File: src/rtl/onehot_rr_arbiter_pkg.sv
// Shared types and helpers for the one-hot round-robin arbiter and its encoder tree.
package onehot_rr_arbiter_pkg;

    // Encoder tree implementation styles. They are interchangeable for one-hot inputs.
    typedef enum int unsigned {
        ImplOrMask   = 0,
        ImplPrioLow  = 1,
        ImplPrioHigh = 2,
        ImplTwoLevel = 3,
        ImplSum      = 4
    } enc_impl_e;

    localparam int unsigned NumImpl = 5;

    // Index width that stays at least one bit for degenerate widths.
    function automatic int unsigned idx_width(input int unsigned width);
        return (width > 1) ? $clog2(width) : 1;
    endfunction

endpackage

File: src/rtl/onehot_rr_arbiter_encoder_tree.sv
// One-hot to binary encoder with selectable implementation; enc_vld flags a non-zero input.
module onehot_encoder_tree
    import onehot_rr_arbiter_pkg::*;
#(
    parameter int unsigned WIDTH          = 16,
    parameter int unsigned SPLIT          = 4,
    parameter int unsigned IMPLEMENTATION = 0
) (
    input  logic [WIDTH-1:0]               dec_vld,
    output logic                           enc_vld,
    output logic [idx_width(WIDTH)-1:0]    enc_idx
);

    localparam int unsigned WIDTH_LOG = idx_width(WIDTH);
    localparam int unsigned NGRP      = (WIDTH + SPLIT - 1) / SPLIT;

    if (SPLIT < 2 || IMPLEMENTATION >= NumImpl) begin : g_bad_param
        $error("onehot_encoder_tree: unsupported SPLIT or IMPLEMENTATION");
    end

    assign enc_vld = |dec_vld;

    if (IMPLEMENTATION == ImplOrMask) begin : g_or_mask
        always_comb begin
            enc_idx = '0;
            for (int i = 0; i < WIDTH; i++) begin
                if (dec_vld[i]) enc_idx = enc_idx | WIDTH_LOG'(i);
            end
        end
    end else if (IMPLEMENTATION == ImplPrioLow) begin : g_prio_low
        always_comb begin
            enc_idx = '0;
            for (int i = WIDTH - 1; i >= 0; i--) begin
                if (dec_vld[i]) enc_idx = WIDTH_LOG'(i);
            end
        end
    end else if (IMPLEMENTATION == ImplPrioHigh) begin : g_prio_high
        always_comb begin
            enc_idx = '0;
            for (int i = 0; i < WIDTH; i++) begin
                if (dec_vld[i]) enc_idx = WIDTH_LOG'(i);
            end
        end
    end else if (IMPLEMENTATION == ImplTwoLevel) begin : g_two_level
        logic [NGRP-1:0] grp_vld;
        int unsigned     grp_sel;
        int unsigned     loc_sel;

        // Group-level OR picks the active group, then only that group's bits form the offset.
        always_comb begin
            grp_vld = '0;
            grp_sel = 0;
            loc_sel = 0;
            for (int g = 0; g < NGRP; g++) begin
                for (int j = 0; j < SPLIT; j++) begin
                    if (g * SPLIT + j < WIDTH) begin
                        grp_vld[g] = grp_vld[g] | dec_vld[g*SPLIT+j];
                    end
                end
            end
            for (int g = 0; g < NGRP; g++) begin
                if (grp_vld[g]) grp_sel = grp_sel | int'(g);
            end
            for (int g = 0; g < NGRP; g++) begin
                for (int j = 0; j < SPLIT; j++) begin
                    if (g * SPLIT + j < WIDTH && grp_sel == int'(g) && dec_vld[g*SPLIT+j]) begin
                        loc_sel = loc_sel | int'(j);
                    end
                end
            end
            enc_idx = WIDTH_LOG'(grp_sel * SPLIT + loc_sel);
        end
    end else begin : g_sum
        int unsigned acc;

        always_comb begin
            acc = 0;
            for (int i = 0; i < WIDTH; i++) begin
                if (dec_vld[i]) acc = acc + int'(i);
            end
            enc_idx = WIDTH_LOG'(acc);
        end
    end

endmodule

File: src/rtl/onehot_rr_arbiter.sv
// Round-robin arbiter with a registered one-hot grant, valid/ready handshake and encoded index.
module onehot_rr_arbiter
    import onehot_rr_arbiter_pkg::*;
#(
    parameter int unsigned WIDTH          = 16,
    parameter int unsigned SPLIT          = 4,
    parameter int unsigned IMPLEMENTATION = 0
) (
    input  logic                           clk,
    input  logic                           rst,
    input  logic [WIDTH-1:0]               req,
    input  logic                           gnt_rdy,
    output logic [WIDTH-1:0]               gnt,
    output logic                           gnt_vld,
    output logic [idx_width(WIDTH)-1:0]    gnt_idx
);

    localparam int unsigned WIDTH_LOG = idx_width(WIDTH);

    logic [WIDTH-1:0]     gnt_q, gnt_d;
    logic [WIDTH_LOG-1:0] ptr_q, ptr_d;
    logic [WIDTH-1:0]     sel_oh;
    logic                 load;
    int                   sel_k;

    // Lowest request at or above the pointer; fall back to the lowest request overall.
    function automatic logic [WIDTH-1:0] sel(input logic [WIDTH-1:0]     r,
                                             input logic [WIDTH_LOG-1:0] p);
        logic [WIDTH-1:0] masked;
        logic [WIDTH-1:0] src;
        masked = '0;
        for (int i = 0; i < WIDTH; i++) begin
            masked[i] = r[i] && (i >= int'(p));
        end
        src = (|masked) ? masked : r;
        return src & (~src + WIDTH'(1));
    endfunction

    always_comb begin
        sel_oh = sel(req, ptr_q);
        sel_k  = 0;
        for (int i = 0; i < WIDTH; i++) begin
            if (sel_oh[i]) sel_k = i;
        end
        load  = !gnt_vld || gnt_rdy;
        gnt_d = gnt_q;
        ptr_d = ptr_q;
        if (load) begin
            gnt_d = sel_oh;
            if (|sel_oh) begin
                ptr_d = (sel_k == int'(WIDTH) - 1) ? '0 : WIDTH_LOG'(sel_k + 1);
            end
        end
    end

    always_ff @(posedge clk) begin
        if (rst) begin
            gnt_q <= '0;
            ptr_q <= '0;
        end else begin
            gnt_q <= gnt_d;
            ptr_q <= ptr_d;
        end
    end

    assign gnt = gnt_q;

    onehot_encoder_tree #(
        .WIDTH          (WIDTH),
        .SPLIT          (SPLIT),
        .IMPLEMENTATION (IMPLEMENTATION)
    ) u_enc (
        .dec_vld (gnt_q),
        .enc_vld (gnt_vld),
        .enc_idx (gnt_idx)
    );

endmodule

File: config.mk
export PLATFORM = sky130hd
export DESIGN_NAME = onehot_rr_arbiter
export DESIGN_NICKNAME = d
export VERILOG_FILES = /design/src/rtl/onehot_rr_arbiter_pkg.sv /design/src/rtl/onehot_rr_arbiter_encoder_tree.sv /design/src/rtl/onehot_rr_arbiter.sv
export SDC_FILE = /design/constraint.sdc
export NUM_CORES = 1
export LEC_CHECK = 0
export BUFFER_PORTS_ARGS = -buffer_cell sky130_fd_sc_hd__clkbuf_2
export CAP_MARGIN = 20
export CORE_ASPECT_RATIO = 1.75
export CORE_UTILIZATION = 55
export DETAILED_ROUTE_END_ITERATION = 8
export PLACE_DENSITY = 0.88
export SYNTH_ARGS = -nofsm -noshare
export SYNTH_HDL_FRONTEND = slang
export SYNTH_SLANG_ARGS = --single-unit
File: constraint.sdc
create_clock -name clk -period 3.8 [get_ports clk]
set_clock_uncertainty 0.2 [all_clocks]
set_input_delay 0.19 -clock clk [delete_from_list [all_inputs] [get_ports clk]]
set_output_delay 0.19 -clock clk [all_outputs]
set_load 0.005 [all_outputs]
==> summary.md, run 1 <==
The run finished with clean final reports. Global routing finished with a remaining overflow of 0. The run gives 0 as the post-detailed-route count of antenna-violating nets. The max-slew violation total from the final report is 0, and the number of instances in the synthesized netlist is 244. The final route contains 2400 vias. The floorplan step set the die width to 45.7 µm.

At the end of routability-driven placement, the weighted congestion stood at 1.05. Per report_power, the clock group accounts for 10.1% of the total. The number of cells on the worst hold path came out at 3. Timing analysis after detailed placement gives a worst setup slack of -0.0566 ns.

Of the cells placed in the final design, the portion with a size suffix greater than 1 is 40.7%. Per report_power, the combinational group accounts for 65.1% of the total. The I/O pin count is 40, and the depth of the most critical reg-to-reg path is 15. Setup repair after global routing left no endpoint under its margin. After clock tree synthesis, the clock-pin slew on the worst setup and hold paths is 0.07 ns.

The mapped netlist covers 0.00184 mm². In this run, post-CTS hold repair placed 0 buffers. The vertical die dimension is 78.5 µm. The power per cell area was 515 mW/mm². The tools report the nature of the critical path endpoint as a register.

Of all flip-flops after synthesis, the portion carrying an async set or reset was 0%. Number of antenna violations at the first check in global routing: 0. The clock net in this run drives a total of 20 sinks.

The tools report the power share of the sequential group as 24.7%. In the routed design, unresolved DRC markers number 0. Synthesis inferred 20 register bits. Antenna diode count: 0.

The critical path is of the reg -> reg type. The detailed-routing iteration count for the pre-antenna-repair pass came out at 4. Dividing the detail-routed via count by the number of cells gives 6.67. Along the worst path, the maximum fanout reaches 7.

The run gives 6900 µm as the final wirelength. The prevailing post-synth register cell was sky130_fd_sc_hd__dfxtp_1. Net switching is 46.3% of the power. The routed design could run at a clock period as short as 3.66 ns.

The power spent charging and discharging nets is 0.000598 W. The maximum level of the CTS H-tree was 1; the data required time of the critical path was 3.76 ns. The startpoint of the lowest-slack hold path is req[0]. For the clock buffer count from CTS, the log shows 3. The tools report the die area as 0.00359 mm². TritonCTS built the clock tree. The run gives 0 as the warning count from the yosys run. The tools report the number of DRC markers in iteration 0 as 120. The worst path meets setup with 0.141 ns of slack.

The run gives 1.02 nW as the leakage power of the design. The final hold slack is 0.0708 ns. The run gives 273 MHz as the achievable clock frequency. The area growth from synthesis to layout is 36.4%.

Measured slew at the worst slew-check pin: 0.653 ns. The path with the worst hold slack has its endpoint at gnt[0]$_SDFFE_PP0P_. The cell row count was 27.

For the worst setup path, the data arrival time is 3.62 ns. The startpoint identified for the worst register-to-register timing path is ptr_q[3]$_SDFFE_PP0P_. The first global-routing pass estimated 10600 µm of wire.

The final clock period utilization by the worst path is 96.3%. The part of the Yosys area used for sequential elements was 21.8%. The logs give 0 for the final hold violation count and 0.000693 W for the internal power summed over all cells.

Across all register-to-register paths, the minimum setup slack is 0.14 ns. During placement, the flow inserted port buffers numbering 39. The worst register-to-register path ends at ptr_q[2]$_SDFFE_PP0P_.

VDD sags by at most 0.304 mV. The type of the tightest min-delay check is in -> reg. Detail-routed net length per standard cell: 19.2 µm. STA classifies the critical path startpoint as a register.

In this run the clock root is driven by a sky130_fd_sc_hd__clkbuf_8. The tools report the maximum number of pins on one net before global-route repair as 22. The relative slew slack is 56.4%, and the post-synthesis area per instance is 7.53 µm². The core region is 0.00318 mm².

In this run the deepest clock path goes through 2 buffers. The run gives 57.9% as the initial core utilization. The wire-length estimate of the detail-placed layout is 5390 µm.

Setup violations remaining at the end of the flow were counted as 0. Global routing used 39.7% of the available tracks across all layers. At the later pin of the worst-skew pair, clock insertion delay measures 0.25 ns. Max-cap violations in this run came to 0.

Power after layout: 0.00129 W. The tools report the number of global-route vias before repair as 2349. Counting every net in the synthesized netlist gives 264. The number of unique standard cell types used by synthesis came out at 66. The number of enable-type register cells in the synthesized netlist works out to 0. In the final design database the tool counted 339 nets.
cells in the final DEF (no fill, tap or decap), types with 4 or more instances in the layout:
cell | netlist | final
sky130_fd_sc_hd__dfxtp_1 | 20 | 16
sky130_fd_sc_hd__nor4_1 | 10 | 10
sky130_fd_sc_hd__and2_1 | 4 | 4
sky130_fd_sc_hd__o21ai_0 | 9 | 9
sky130_fd_sc_hd__clkbuf_2 | 0 | 39
sky130_fd_sc_hd__o21ai_2 | 1 | 5
sky130_fd_sc_hd__nor2_1 | 16 | 16
sky130_fd_sc_hd__o211ai_1 | 5 | 5
sky130_fd_sc_hd__or3_1 | 7 | 7
sky130_fd_sc_hd__o31ai_2 | 3 | 4
sky130_fd_sc_hd__a21oi_1 | 26 | 22
sky130_fd_sc_hd__nand2b_1 | 4 | 4
sky130_fd_sc_hd__buf_4 | 0 | 41
sky130_fd_sc_hd__inv_1 | 7 | 6
sky130_fd_sc_hd__nand3_1 | 6 | 5
sky130_fd_sc_hd__nand2_1 | 28 | 28
sky130_fd_sc_hd__nor3_1 | 6 | 6
sky130_fd_sc_hd__nand4_1 | 6 | 6
power groups by stage:
stage / Clock, W / Sequential [W] / Combinational, W
4_1_cts: 0.000130 / 0.000302 / 0.000762
6_report: 0.000131 / 0.000319 / 0.000841
3_3_place_gp: 0 / 0.000302 / 0.000742
2_1_floorplan: 0 / 0.000271 / 0.000484
3_5_place_dp: 0 / 0.000303 / 0.000755
5_1_grt: 0.000139 / 0.000323 / 0.000909
critical path, stage by stage, from the launching register on:
cell and delay, ns:
sky130_fd_sc_hd__dfxtp_4 0.37, sky130_fd_sc_hd__buf_6 0.15, sky130_fd_sc_hd__nor3b_1 0.23, sky130_fd_sc_hd__o21ai_0 0.11, sky130_fd_sc_hd__buf_4 0.15, sky130_fd_sc_hd__o221ai_4 0.12
sky130_fd_sc_hd__nor2_1 0.21, sky130_fd_sc_hd__buf_4 0.19, sky130_fd_sc_hd__o31ai_2 0.34, sky130_fd_sc_hd__a21boi_0 0.25, sky130_fd_sc_hd__o21bai_1 0.09, sky130_fd_sc_hd__ha_1 0.21
sky130_fd_sc_hd__buf_4 0.16, sky130_fd_sc_hd__or2_2 0.29, sky130_fd_sc_hd__mux2_2 0.28, sky130_fd_sc_hd__a311oi_2 0.22
worst max path at each step:
stage                                startpoint                     to  slack [ns]  cells after the start
after floorplan           ptr_q[3]$_SDFFE_PP0P_  ptr_q[2]$_SDFFE_PP0P_        0.39                     13
after global placement    ptr_q[1]$_SDFFE_PP0P_  ptr_q[0]$_SDFFE_PP0P_        0.05                     15
after detailed placement  ptr_q[1]$_SDFFE_PP0P_  ptr_q[2]$_SDFFE_PP0P_       -0.06                     14
after CTS                 ptr_q[3]$_SDFFE_PP0P_  ptr_q[2]$_SDFFE_PP0P_        0.03                     14
after global routing      ptr_q[3]$_SDFFE_PP0P_  ptr_q[2]$_SDFFE_PP0P_        0.02                     14
final                     ptr_q[3]$_SDFFE_PP0P_  ptr_q[2]$_SDFFE_PP0P_        0.14                     15
area by class of cell:
| type | count | area, µm² |
|---|---|---|
| multi-input cells | 203 | 1440 |
| fillers | 274 | 669 |
| repair buffers | 81 | 514 |
| flip-flops and latches | 20 | 413 |
| well taps | 43 | 53.8 |
| clock buffers | 3 | 41.3 |
| inverters | 10 | 41.3 |
state kept, by name, indices dropped and copies added, names as in the netlist:
name	flops
ptr_q	4
gnt	16
kinds of logic after synthesis:
logic type,Yosys count,share of synthesized area (%)
muxes,2,1.16
and+or+nand+nor,101,29.8
AOI/OAI and AO/OA,99,41.2
adders and majority gates,1,0.681
buffers and inverters,21,5.38
DFF,20,21.8
timing repair:
item                       in CTS  in global routing
pin swaps                       0                  5
gates resized for setup         3                 27
setup endpoints to repair       1                  3
setup buffers                   0                  2
layer usage:
layer / share of wire [%] / global-route usage [%] / vias up
met3: 5.4 / 4.60 / 53
met5: 0 / 0 / -
met1: 35 / 39.6 / 1101
li1: - / - / 1095
met2: 51 / 68.9 / 151
met4: 8.1 / 31.2 / 0
synth_stat cells (4+ instances only):
master                      n  area (µm²)
sky130_fd_sc_hd__dfxtp_1   20         400
sky130_fd_sc_hd__o21ai_1    6        30.0
sky130_fd_sc_hd__and2_1     4        25.0
sky130_fd_sc_hd__a21oi_1   26         130
sky130_fd_sc_hd__clkbuf_1   5        18.8
sky130_fd_sc_hd__buf_2      4        20.0
sky130_fd_sc_hd__a21boi_1   4        30.0
sky130_fd_sc_hd__nand3_1    6        30.0
sky130_fd_sc_hd__nor4_1    10        62.6
sky130_fd_sc_hd__nand2_1   28         105
sky130_fd_sc_hd__or3_1      7        43.8
sky130_fd_sc_hd__nor2_1    16        60.1
sky130_fd_sc_hd__inv_1      7        26.3
sky130_fd_sc_hd__o211ai_1   5        37.5
sky130_fd_sc_hd__nand4_1    6        37.5
sky130_fd_sc_hd__o21ai_0    9        45.0
sky130_fd_sc_hd__nand2b_1   4        25.0
sky130_fd_sc_hd__nor3_1     6        30.0
metrics by stage:
| step | setup TNS, ns | area (µm²) | util [%] | cells |
|---|---|---|---|---|
| detailed placement | -0.0566 | 2330 | 73.2 | 355 |
| floorplan | 0 | 1840 | - | 244 |
| finish | 0 | 2510 | 78.9 | 360 |
| CTS | 0 | 2380 | 74.8 | 358 |
| global placement | 0 | 2330 | 73.2 | 355 |
| global route | 0 | 2510 | 78.9 | 360 |
No activity file was read; power rests on OpenSTA's default activity.
==> inputs of run 2 (changes only) <==
Settings changed: CELL_PAD_IN_SITES_DETAIL_PLACEMENT from default to 1, CELL_PAD_IN_SITES_GLOBAL_PLACEMENT from default to 2, CORE_UTILIZATION 55 to 31.
==> run 2 against run 1 <==
Final cell count grew 5.8%. Register-to-register slack improved by 0.05 ns. Clock power is 27% higher. Critical path depth shrank 2. Via count down 6.3%. First-iteration DRC count down 53%. Design area down 4.4%. Hold slack worse by 0.029 ns. Non-clock buffer count down 13. Setup slack improved by 0.050 ns. Wire length up 7.6%. Maximum frequency rose by 1.4%. Largest cell class unchanged. Highest routed layer unchanged.
==> summary.md, run 2 (synthesis results as in run 1) <==
After clock tree synthesis, the clock-pin slew on the worst setup and hold paths is 0.09 ns. The congestion estimate from routability-driven global placement came to 0.904. Hold repair after CTS inserted 0 buffers.

Using the TritonRoute via totals, the vias-per-cell ratio works out to 5.90. The floorplan step set the die height to 104 µm. The top cell types in the final layout, fill and taps aside, are sky130_fd_sc_hd__clkbuf_2, sky130_fd_sc_hd__buf_4, sky130_fd_sc_hd__nand2_1.

For the achievable clock frequency, the log shows 277 MHz. STA puts the critical path data required time at 3.77 ns. The tools report the count of endpoints failing setup in the final report as 0. The final wirelength is 7420 µm.

The tools report the detailed-routing iteration count for the pre-antenna-repair pass as 4. The number of global-route vias before repair was 2245. The I/O pin count was 40. The number of antenna violations at the first check in global routing is 0, and the clock sink total is 20. The tree is rooted in a sky130_fd_sc_hd__clkbuf_8.

The number of buffers and inverters on the critical path is 2. The worst setup path is of the reg -> reg kind. The run finished with clean final reports. The global-route wire length before repair was 11500 µm; the clock tree buffer depth was 2. The core box area is 0.00563 mm², and the detail-routed net length per standard cell is 19.5 µm.

In this run, CTS created clock tree buffers numbering 3. The maximum number of pins on one net before global-route repair was 22. The tools report the maximum ir drop on the vdd rail as 0.225 mV. The library cell used most frequently in the layout, excluding fill and tap cells, is sky130_fd_sc_hd__clkbuf_2. The maximum level of the CTS H-tree was 1; the maximum fanout along the worst path was 10. For the max-slew violation total from the final report, the log shows 0. The die area came out at 0.00625 mm². The worst setup path is launched from a register.

The share of layout cells above drive strength 1 is 36.4%, and the stage delay of the slowest cell on the critical path is 0.44 ns. The number of flip-flops under the largest register name came out at 16. The cell row count was 36. The critical path's most frequent cell was sky130_fd_sc_hd__o211ai_1. The total vias in the final route was 2248. Type of the tightest min-delay check: in -> reg. The measured slew at the worst slew-check pin was 0.715 ns; the number of DRC markers in iteration 0 was 57.

Setup repair after global routing left no endpoint under its margin. Summed over all layers, the global routing overflow is 0. The number of filler instances in the final layout is 735.

Dividing the final minimum period by the clock period gives 95.0%. Kind of cell adding the most delay to the critical path: compound AO/OA/AOI/OAI gates. The relative slew slack is 52.3%. For the final routed database, the setup TNS stands at 0 ns.

The number of cells on the worst hold path was 3. The tools report the source-to-sink clock delay at the later pin of the worst-skew pair as 0.26 ns. Among all stages on the critical path, the largest delay is contributed by sky130_fd_sc_hd__dfxtp_4. Excluding fillers, the count of instances in the completed layout stands at 381. Compared with the post-synthesis result, the final layout area differs by 30.3%. The clock period minus final worst setup slack is 3.61 ns, and the leakage power of the design is 0.942 nW. Power per cell area: 538 mW/mm². The run gives 0 as the final hold violation count. TritonCTS built the clock tree. The max-capacitance violation count was 0; the number of nets in the layout was 326. The number of antenna diodes in the final layout is 0. The die is 60.2 µm wide. Counting buffers and inverters, the worst setup path is 13 cells deep.

Including well taps, the total number of placed cells is 376. Port buffering added 39 buffers. The initial core utilization was 32.6%; the half-perimeter wire length after placement was 5950 µm. Walking the worst path, the cells encountered are clkinvlp_4, a221oi_4, and3_4, a31o_1, a222oi_1, buf_4, o211ai_1, o211ai_1, o21bai_1, ha_2, or2_2, mux2_2, a311oi_1. STA puts the critical path data arrival time at 3.58 ns. The post-detailed-route count of antenna-violating nets was 0.

The worst setup path is captured at a register. For this run, the total global-route usage over all layers was measured as 24.4%. After detailed routing, the number of remaining DRC violations is 0. The number of cells on the worst reg-to-reg path is 13.
[run 2: changes by cell type in the layout (fill, tap and decap cells not counted), sizes merged]
cell      before  now
clkbuf        42   43
clkinvlp       1    2
inv            8    7
buf           42   29
[run 2: layer usage]
metal | part of all wire [%] | routed length, µm | vias to the layer above | global-route usage (%)
met2 | 55 | 4090 | 73 | 44.4
met1 | 39 | 2860 | 1090 | 27.6
met4 | 3.5 | 261 | 0 | 10.5
li1 | - | - | 1066 | -
met5 | 0 | 0 | - | 0
met3 | 2.9 | 215 | 19 | 1.12
[run 2: layout make-up]
class                      instances  area [µm²]  area share (%)
clock buffer                       4        55.1            2.30
tap                               76        95.1            3.97
sequential                        20         408            17.0
timing repair buffer              68         413            17.2
multi-input combinational        203        1380            57.6
inverter                          10        45.0            1.88
[run 2: stage by stage]
step                hold WS, ns  cell area (µm²)  setup slack (ns)  power (W)  utilization [%]
global placement          0.259             2280            0.0764    0.00105             40.4
global route             0.0466             2390            0.0121    0.00137             42.5
floorplan                 0.142             1840             0.392   0.000755                -
CTS                      0.0389             2330            0.0231    0.00125             41.5
finish                   0.0421             2390             0.191    0.00129             42.5
detailed placement        0.270             2280           -0.0341    0.00107             40.4
[run 2: repair_timing]
item / CTS / global route
buffers inserted: 0 / 1
pin swaps: 0 / 2
gates resized for setup: 2 / 16
endpoints found under the setup margin: 1 / 3
[run 2: path summary, 6_finish.rpt]
| path | start | endpoint | slack (ns) |
|---|---|---|---|
| hold / removal | req[0] | gnt[0]$_SDFFE_PP0P_ | 0.04 |
| setup reg to reg | ptr_q[2]$_SDFFE_PP0P_ | ptr_q[2]$_SDFFE_PP0P_ | 0.19 |
| hold reg to reg | gnt[12]$_SDFFE_PP0P_ | gnt[12]$_SDFFE_PP0P_ | 0.28 |
| setup / recovery | ptr_q[2]$_SDFFE_PP0P_ | ptr_q[2]$_SDFFE_PP0P_ | 0.19 |
[run 2: where the power goes]
group / switching, W / internal (W) / total [W]
registers: 0.0000744 / 0.000247 / 0.000321
logic: 0.000462 / 0.000338 / 0.000799
clock network: 0.0000743 / 0.0000922 / 0.000167
[run 2: worst reg2reg max path, delay by kind of cell, from the launching register on]
| kind | cells | cell delay (ns) |
|---|---|---|
| multiplexers | 1 | 0.26 |
| flip-flops | 1 | 0.44 |
| AO/OA/AOI/OAI | 7 | 1.42 |
| adder cells (fa/ha/maj) | 1 | 0.21 |
| AND/OR/NAND/NOR | 2 | 0.58 |
| buffers and inverters | 2 | 0.41 |
